`src/rtl/axil_master_pkg.sv`:
```
// Shared types and constants for the AXI-Lite initiator.
package axil_master_pkg;

    typedef enum logic [1:0] {
        ST_IDLE,
        ST_WRITE,
        ST_RD_ADDR,
        ST_RD_DATA
    } state_e;

    localparam int unsigned DEF_ADDR_WIDTH = 15;
    localparam int unsigned DEF_DATA_WIDTH = 32;

    // Wide enough for any practical bus; sliced down to DATA_WIDTH by users.
    localparam int unsigned              TIMEOUT_RDATA_MAX_W = 1024;
    localparam logic [TIMEOUT_RDATA_MAX_W-1:0] TIMEOUT_RDATA = '1;

endpackage

```
`src/rtl/axil_timeout_cnt.sv`:
```
// Per-state wait counter: expire fires in the TIMEOUT_CYCLES-th cycle spent in a state.
module axil_timeout_cnt
    import axil_master_pkg::*;
#(
    parameter int unsigned TIMEOUT_CYCLES = 1024
) (
    input  logic clk,
    input  logic rst_n,
    input  logic clear,
    input  logic enable,
    output logic expire
);

    localparam int unsigned CW = (TIMEOUT_CYCLES > 1) ? $clog2(TIMEOUT_CYCLES) : 1;
    localparam logic [CW-1:0] LAST = CW'((TIMEOUT_CYCLES == 0) ? 0 : TIMEOUT_CYCLES - 1);

    logic [CW-1:0] cnt_q, cnt_d;

    always_comb begin
        cnt_d = cnt_q;
        if (clear) begin
            cnt_d = '0;
        end else if (enable) begin
            cnt_d = cnt_q + CW'(1);
        end
    end

    always_ff @(posedge clk or negedge rst_n) begin
        if (!rst_n) begin
            cnt_q <= '0;
        end else begin
            cnt_q <= cnt_d;
        end
    end

    assign expire = (TIMEOUT_CYCLES != 0) && enable && (cnt_q == LAST);

endmodule

```
`src/rtl/axilite_master.sv`:
```
// AXI-Lite initiator: turns single-beat backend write/read strobes into AW/W/AR/R traffic with a per-state timeout.
module axilite_master
    import axil_master_pkg::*;
#(
    parameter int unsigned ADDR_WIDTH     = DEF_ADDR_WIDTH,
    parameter int unsigned DATA_WIDTH     = DEF_DATA_WIDTH,
    parameter int unsigned TIMEOUT_CYCLES = 1024
) (
    input  logic                    axi_aclk,
    input  logic                    axi_aresetn,
    input  logic                    cc_enable,
    input  logic                    bk_wstart,
    input  logic [ADDR_WIDTH-1:0]   bk_waddr,
    input  logic [DATA_WIDTH-1:0]   bk_wdata,
    input  logic [DATA_WIDTH/8-1:0] bk_wstrb,
    output logic                    bk_wdone,
    input  logic                    bk_rstart,
    input  logic [ADDR_WIDTH-1:0]   bk_raddr,
    output logic [DATA_WIDTH-1:0]   bk_rdata,
    output logic                    bk_rdone,
    output logic                    bk_err,
    output logic                    bk_busy,
    output logic                    axi_awvalid,
    output logic [ADDR_WIDTH-1:0]   axi_awaddr,
    input  logic                    axi_awready,
    output logic                    axi_wvalid,
    output logic [DATA_WIDTH-1:0]   axi_wdata,
    output logic [DATA_WIDTH/8-1:0] axi_wstrb,
    input  logic                    axi_wready,
    output logic                    axi_arvalid,
    output logic [ADDR_WIDTH-1:0]   axi_araddr,
    input  logic                    axi_arready,
    input  logic                    axi_rvalid,
    input  logic [DATA_WIDTH-1:0]   axi_rdata,
    output logic                    axi_rready
);

    state_e                  state_q, state_d;
    logic                    pend_q, pend_d;
    logic                    awvalid_q, awvalid_d, wvalid_q, wvalid_d;
    logic                    arvalid_q, arvalid_d, rready_q, rready_d;
    logic                    aw_done_q, aw_done_d, w_done_q, w_done_d;
    logic                    wdone_q, wdone_d, rdone_q, rdone_d, err_q, err_d;
    logic [ADDR_WIDTH-1:0]   awaddr_q, awaddr_d, araddr_q, araddr_d;
    logic [DATA_WIDTH-1:0]   wdata_q, wdata_d, rdata_q, rdata_d;
    logic [DATA_WIDTH/8-1:0] wstrb_q, wstrb_d;
    logic                    aw_hs, w_hs, aw_fin, w_fin, expire, tmo_clear;

    assign aw_hs  = awvalid_q & axi_awready;
    assign w_hs   = wvalid_q & axi_wready;
    assign aw_fin = aw_done_q | aw_hs;
    assign w_fin  = w_done_q | w_hs;

    // Counter restarts whenever the state changes, so each wait phase gets a full budget.
    assign tmo_clear = (state_q == ST_IDLE) || (state_d != state_q);

    axil_timeout_cnt #(
        .TIMEOUT_CYCLES(TIMEOUT_CYCLES)
    ) u_tmo (
        .clk   (axi_aclk),
        .rst_n (axi_aresetn),
        .clear (tmo_clear),
        .enable(state_q != ST_IDLE),
        .expire(expire)
    );

    always_comb begin
        state_d   = state_q;
        pend_d    = pend_q;
        awvalid_d = awvalid_q;
        wvalid_d  = wvalid_q;
        arvalid_d = arvalid_q;
        rready_d  = rready_q;
        aw_done_d = aw_done_q;
        w_done_d  = w_done_q;
        awaddr_d  = awaddr_q;
        araddr_d  = araddr_q;
        wdata_d   = wdata_q;
        wstrb_d   = wstrb_q;
        rdata_d   = rdata_q;
        wdone_d   = 1'b0;
        rdone_d   = 1'b0;
        err_d     = 1'b0;

        unique case (state_q)
            ST_IDLE: begin
                if (cc_enable && bk_wstart) begin
                    state_d   = ST_WRITE;
                    awaddr_d  = bk_waddr;
                    wdata_d   = bk_wdata;
                    wstrb_d   = bk_wstrb;
                    awvalid_d = 1'b1;
                    wvalid_d  = 1'b1;
                    aw_done_d = 1'b0;
                    w_done_d  = 1'b0;
                    if (bk_rstart) begin
                        pend_d   = 1'b1;
                        araddr_d = bk_raddr;
                    end
                end else if (cc_enable && bk_rstart) begin
                    state_d   = ST_RD_ADDR;
                    araddr_d  = bk_raddr;
                    arvalid_d = 1'b1;
                end
            end
            ST_WRITE: begin
                if (aw_hs) begin
                    awvalid_d = 1'b0;
                    aw_done_d = 1'b1;
                end
                if (w_hs) begin
                    wvalid_d = 1'b0;
                    w_done_d = 1'b1;
                end
                // Completion wins over a timeout landing on the same edge.
                if (aw_fin && w_fin) begin
                    wdone_d = 1'b1;
                    if (pend_q) begin
                        pend_d    = 1'b0;
                        arvalid_d = 1'b1;
                        state_d   = ST_RD_ADDR;
                    end else begin
                        state_d = ST_IDLE;
                    end
                end else if (expire) begin
                    awvalid_d = 1'b0;
                    wvalid_d  = 1'b0;
                    pend_d    = 1'b0;
                    wdone_d   = 1'b1;
                    err_d     = 1'b1;
                    state_d   = ST_IDLE;
                end
            end
            ST_RD_ADDR: begin
                if (arvalid_q && axi_arready) begin
                    arvalid_d = 1'b0;
                    rready_d  = 1'b1;
                    state_d   = ST_RD_DATA;
                end else if (expire) begin
                    arvalid_d = 1'b0;
                    rdone_d   = 1'b1;
                    err_d     = 1'b1;
                    rdata_d   = TIMEOUT_RDATA[DATA_WIDTH-1:0];
                    state_d   = ST_IDLE;
                end
            end
            ST_RD_DATA: begin
                if (rready_q && axi_rvalid) begin
                    rready_d = 1'b0;
                    rdata_d  = axi_rdata;
                    rdone_d  = 1'b1;
                    state_d  = ST_IDLE;
                end else if (expire) begin
                    rready_d = 1'b0;
                    rdone_d  = 1'b1;
                    err_d    = 1'b1;
                    rdata_d  = TIMEOUT_RDATA[DATA_WIDTH-1:0];
                    state_d  = ST_IDLE;
                end
            end
            default: state_d = ST_IDLE;
        endcase
    end

    always_ff @(posedge axi_aclk or negedge axi_aresetn) begin
        if (!axi_aresetn) begin
            state_q   <= ST_IDLE;
            pend_q    <= 1'b0;
            awvalid_q <= 1'b0;
            wvalid_q  <= 1'b0;
            arvalid_q <= 1'b0;
            rready_q  <= 1'b0;
            aw_done_q <= 1'b0;
            w_done_q  <= 1'b0;
            awaddr_q  <= '0;
            araddr_q  <= '0;
            wdata_q   <= '0;
            wstrb_q   <= '0;
            rdata_q   <= '0;
            wdone_q   <= 1'b0;
            rdone_q   <= 1'b0;
            err_q     <= 1'b0;
        end else begin
            state_q   <= state_d;
            pend_q    <= pend_d;
            awvalid_q <= awvalid_d;
            wvalid_q  <= wvalid_d;
            arvalid_q <= arvalid_d;
            rready_q  <= rready_d;
            aw_done_q <= aw_done_d;
            w_done_q  <= w_done_d;
            awaddr_q  <= awaddr_d;
            araddr_q  <= araddr_d;
            wdata_q   <= wdata_d;
            wstrb_q   <= wstrb_d;
            rdata_q   <= rdata_d;
            wdone_q   <= wdone_d;
            rdone_q   <= rdone_d;
            err_q     <= err_d;
        end
    end

    assign bk_wdone    = wdone_q;
    assign bk_rdone    = rdone_q;
    assign bk_err      = err_q;
    assign bk_rdata    = rdata_q;
    assign bk_busy     = (state_q != ST_IDLE);
    assign axi_awvalid = awvalid_q;
    assign axi_awaddr  = awaddr_q;
    assign axi_wvalid  = wvalid_q;
    assign axi_wdata   = wdata_q;
    assign axi_wstrb   = wstrb_q;
    assign axi_arvalid = arvalid_q;
    assign axi_araddr  = araddr_q;
    assign axi_rready  = rready_q;

endmodule

```
`config.mk`:
```
export PLATFORM = sky130hd
export DESIGN_NAME = axilite_master
export DESIGN_NICKNAME = d
export VERILOG_FILES = /design/src/rtl/axil_master_pkg.sv /design/src/rtl/axil_timeout_cnt.sv /design/src/rtl/axilite_master.sv
export SDC_FILE = /design/constraint.sdc
export NUM_CORES = 1
export LEC_CHECK = 0
export ABC_AREA = 0
export BUFFER_PORTS_ARGS = -buffer_cell sky130_fd_sc_hd__buf_2
export CAP_MARGIN = 20
export CORE_MARGIN = 2
export CORE_UTILIZATION = 47
export DETAILED_ROUTE_END_ITERATION = 7
export PLACE_DENSITY = 0.78
export SYNTH_ARGS = -nofsm -noshare
export SYNTH_HDL_FRONTEND = slang
export SYNTH_HIERARCHICAL = 1
export SYNTH_SLANG_ARGS = --single-unit
```
`constraint.sdc`:
```
create_clock -name axi_aclk -period 2.67 [get_ports axi_aclk]
set_input_delay 0.534 -clock axi_aclk [delete_from_list [all_inputs] [get_ports axi_aclk]]
set_output_delay 0.534 -clock axi_aclk [all_outputs]
set_load 0.005 [all_outputs]
```
==> summary.md <==
| Metric | Value |
|---|---|
| CTS clk-pin slew, worst paths | `0.06 ns` |
| Worst hold path class | `in -> reg` |
| Synth cell count leaders | `dfrtp_1 (120), mux2_2 (50), o22a_1 (32)` |
| Worst R2R Path Depth | `8` |
| Clock Tree Root | `clkbuf_8` |
| R2R Setup Slk | `0.41 ns` |
| Worst-Margin Slew | `0.497 ns` |
| Longest Clk Path Bufs | `2` |
| Htree depth | `4` |
| Post-synthesis async set-or-reset flop share | `100%` |
| Hold Fails Final Rpt | `0` |
| Smallest hold slack | `0.242 ns` |
| Hold endpoint | `bk_rdata[1]` |
| # fillers | `about 730` |
| Worst R2R End | `u_tmo/cnt_q[9]` |
| Max cap viols | `0` |
| Cells after Synth | `320` |
| Synth Cell Area | `0.00481 mm²` |
| TritonCTS clock tree | `yes` |
| DR iter-0 viols | `124` |
| Hold Crit Start | `axi_rdata[1]` |
| Worst skew pair latency | `~0.5 ns` |
| Period utilization | `84.6%` |
| Finished Layout Cells | `between 600 and 700` |
| Share of the synthesized area in the top cell type | `62.5%` |
| Dpl cells | `about 660` |
| Distinct cells, synth | `50` |
| Combinational family with the most area after synthesis | `multiplexers` |
| Adder-Cell Fraction of Synth Area | `0.260%` |
| Setup TNS | `0 ns` |
| Synth area leaders | `dfrtp_1 (62%), mux2_2 (12%), o22a_1 (5.8%), mux2_4 (2.8%), buf_6 (2.6%)` |
| Initial Util | `48.7%` |
| Total power | `7930 µW` |
| Post-synth EDFFs | `0` |
| Mux share of post-synthesis cell area | `16.4%` |
| Post-DP HPWL | `8230 µm` |
| Residual DRC | `0` |
| # setup viols final | `0` |
| GRT busiest layer | `met2` |
| Die Y | `105 µm` |
| RSZ-0062 raised after global routing | `false` |
| Final #Nets | `650` |
| PD cells | `about 1200 mW/mm²` |
| Max-slew violations | `0` |
| CTS Buf Count | `17` |
| Largest net degree at the start of global routing | `52` |
| Setup CP Type | `reg -> reg` |
| Number of global-route vias before repair | `about 3600` |
| CP max FO | `9` |
| Yosys top cell by area | `dfrtp_1` |
| CP Launch Type | `flop` |
| Clk sink count | `120` |
| Met3 usage in global routing | `6.74%` |
| Maximum vdd drop | `541 µV` |
| Global Route Usage Sum | `around a fifth` |
| Post-synthesis simple-gate area fraction | `between 5 and 6%` |
| M1 GR Usage | `24.9%` |
| Top_reg_cell synth | `dfrtp_1` |
| Status | `completed` |
| Mapped Nets | `428` |
| Setup Skew | `0.00718 ns` |
| Worst reg2reg path startpoint | `u_tmo/cnt_q[0]` |
| Leak Pwr | `0.00317 µW` |
| Number of I/O port buffers | `212` |
| CP Data Required Time | `3.09 ns` |
| Die width | `105 µm` |
| F_max | `around 440 MHz` |
| I/O Pins | `213` |
| Post-route ant nets | `0` |
| Share of layout cells above drive strength 1 | `57.3%` |
| Drt first pass iters | `4` |
| Area growth from synthesis to layout | `36.7%` |
| Core ar. | `0.00986 mm²` |
| Arrival time at the worst endpoint | `2.68 ns` |
| Initial antenna violation count | `1` |
| Slew HR | `66.9%` |
| Xor/xnor cell area share of the yosys netlist | `less than 1%` |
| Final min period | `2.26 ns` |
| ANT cells | `0` |
| Compound-Gate Fraction of Synth Area | `10.8%` |
| DRT Wirelength | `11300 µm` |
| Met2 usage | `between 30% and 40%` |
| RePlAce Congestion | `0.798` |
| First-pass GRT wire length | `approximately 18000 µm` |
| Crit. End Element | `flop` |
| Die ar. | `0.0111 mm²` |
| DR WL/cell | `16.4 µm` |
| Syn avg cell area | `~15 µm²` |
| Via density | `5.05` |
| Most numerous cell in the Yosys netlist | `dfrtp_1` |
| Synth Warn # | `6` |
| Sequential fraction of the synthesis area | `roughly 62%` |
| Worst Hold Depth | `2` |
| Routed via count | `around 3500` |
| Synth Register Bits | `120` |
| GR Overflow Total | `0` |
| Rows | `36` |
-- metrics by stage --
step                util [%]  instance area, µm²  setup slack (ns)
floorplan                  -                4810             0.346
global route            66.7                6580             0.234
detailed placement      60.5                5970             0.420
global placement        60.5                5970             0.540
CTS                     66.7                6580             0.412
finish                  66.7                6580             0.412
-- flip-flops by register name (all words and copies together) (netlist names) --
register     flops
axi_wdata       32
bk_rdata        32
axi_araddr      15
axi_awaddr      15
u_tmo/cnt_q     10
axi_wstrb        4
state_q          2
aw_done_q        1
axi_arvalid      1
axi_awvalid      1
axi_rready       1
axi_wvalid       1
bk_err           1
bk_rdone         1
bk_wdone         1
pend_q           1
w_done_q         1
-- routing by layer --
metal / part of all wire, % / vias to the layer above
met3: 6.6 / 19
met2: 51 / 145
met5: 0.12 / -
met1: 41 / 1678
li1: - / 1629
met4: 1.5 / 2
-- worst max-delay path by stage --
| stage | from | endpoint |
|---|---|---|
| finish | u_tmo/cnt_q[0] | u_tmo/cnt_q[9] |
| global route | u_tmo/cnt_q[0] | u_tmo/cnt_q[9] |
| CTS | u_tmo/cnt_q[0] | u_tmo/cnt_q[9] |
| detailed placement | u_tmo/cnt_q[0] | u_tmo/cnt_q[9] |
| global placement | u_tmo/cnt_q[0] | u_tmo/cnt_q[9] |
| floorplan | state_q[1] | u_tmo/cnt_q[9] |
-- logic make-up (layout without fill, tap and decap cells) --
| family | after synthesis | count (layout) |
|---|---|---|
| simple gates | 40 | 40 |
| flops | 120 | 120 |
| xor+xnor | 4 | 4 |
| compound gates | 65 | 65 |
| fa+ha+maj | 1 | 1 |
| buf+inv | 23 | 258 |
| mux | 67 | 67 |
-- cell type report --
class / instances / area (µm²) / share of cell area [%]
Clock buffer: 24 / 480 / 7.31
Clock inverter: 8 / 118 / 1.79
Inverter: 2 / 7.51 / 0.114
Multi-Input combinational cell: 177 / 1620 / 24.6
Sequential cell: 120 / 3000 / 45.7
Tap cell: 133 / 166 / 2.53
Timing Repair Buffer: 224 / 1180 / 18.0
-- repair_timing --
action	CTS	global route
hold buffers	1	0
buffers inserted	0	0
hold endpoints to repair	24	0
gates resized for setup	0	0
-- worst max-delay path, stage by stage, from the launching register on --
cell and delay [ns]:
dfrtp_1 0.42, ha_1 0.22, nand3_1 0.15, nor4_1 0.23, buf_4 0.21, a21o_1 0.16, o2111ai_4 0.19, or4_1 0.45
a21oi_1 0.17
-- power by group --
part	total (µW)	internal (µW)	leakage, µW	switching, µW
Combinational	2550	1480	0.00144	1070
Clock	2270	1510	0.000295	754
Sequential	3120	2670	0.00143	452
-- cells in the final DEF (no fill, tap or decap), drive strengths merged, types with 2 or more instances in the layout --
master	instances
xor2	3
and4bb	2
nand2	5
buf	223
clkbuf	24
a32o	2
o22a	32
o21ai	6
nand4	3
or3	3
nor2	5
o31ai	2
o2bb2ai	2
nand3	5
a21oi	9
a31oi	4
nand2b	2
or4	2
or2	2
nand3b	2
dfrtp	120
inv	2
bufinv	3
mux2	66
clkinv	4
No activity file was read; power rests on OpenSTA's default activity.
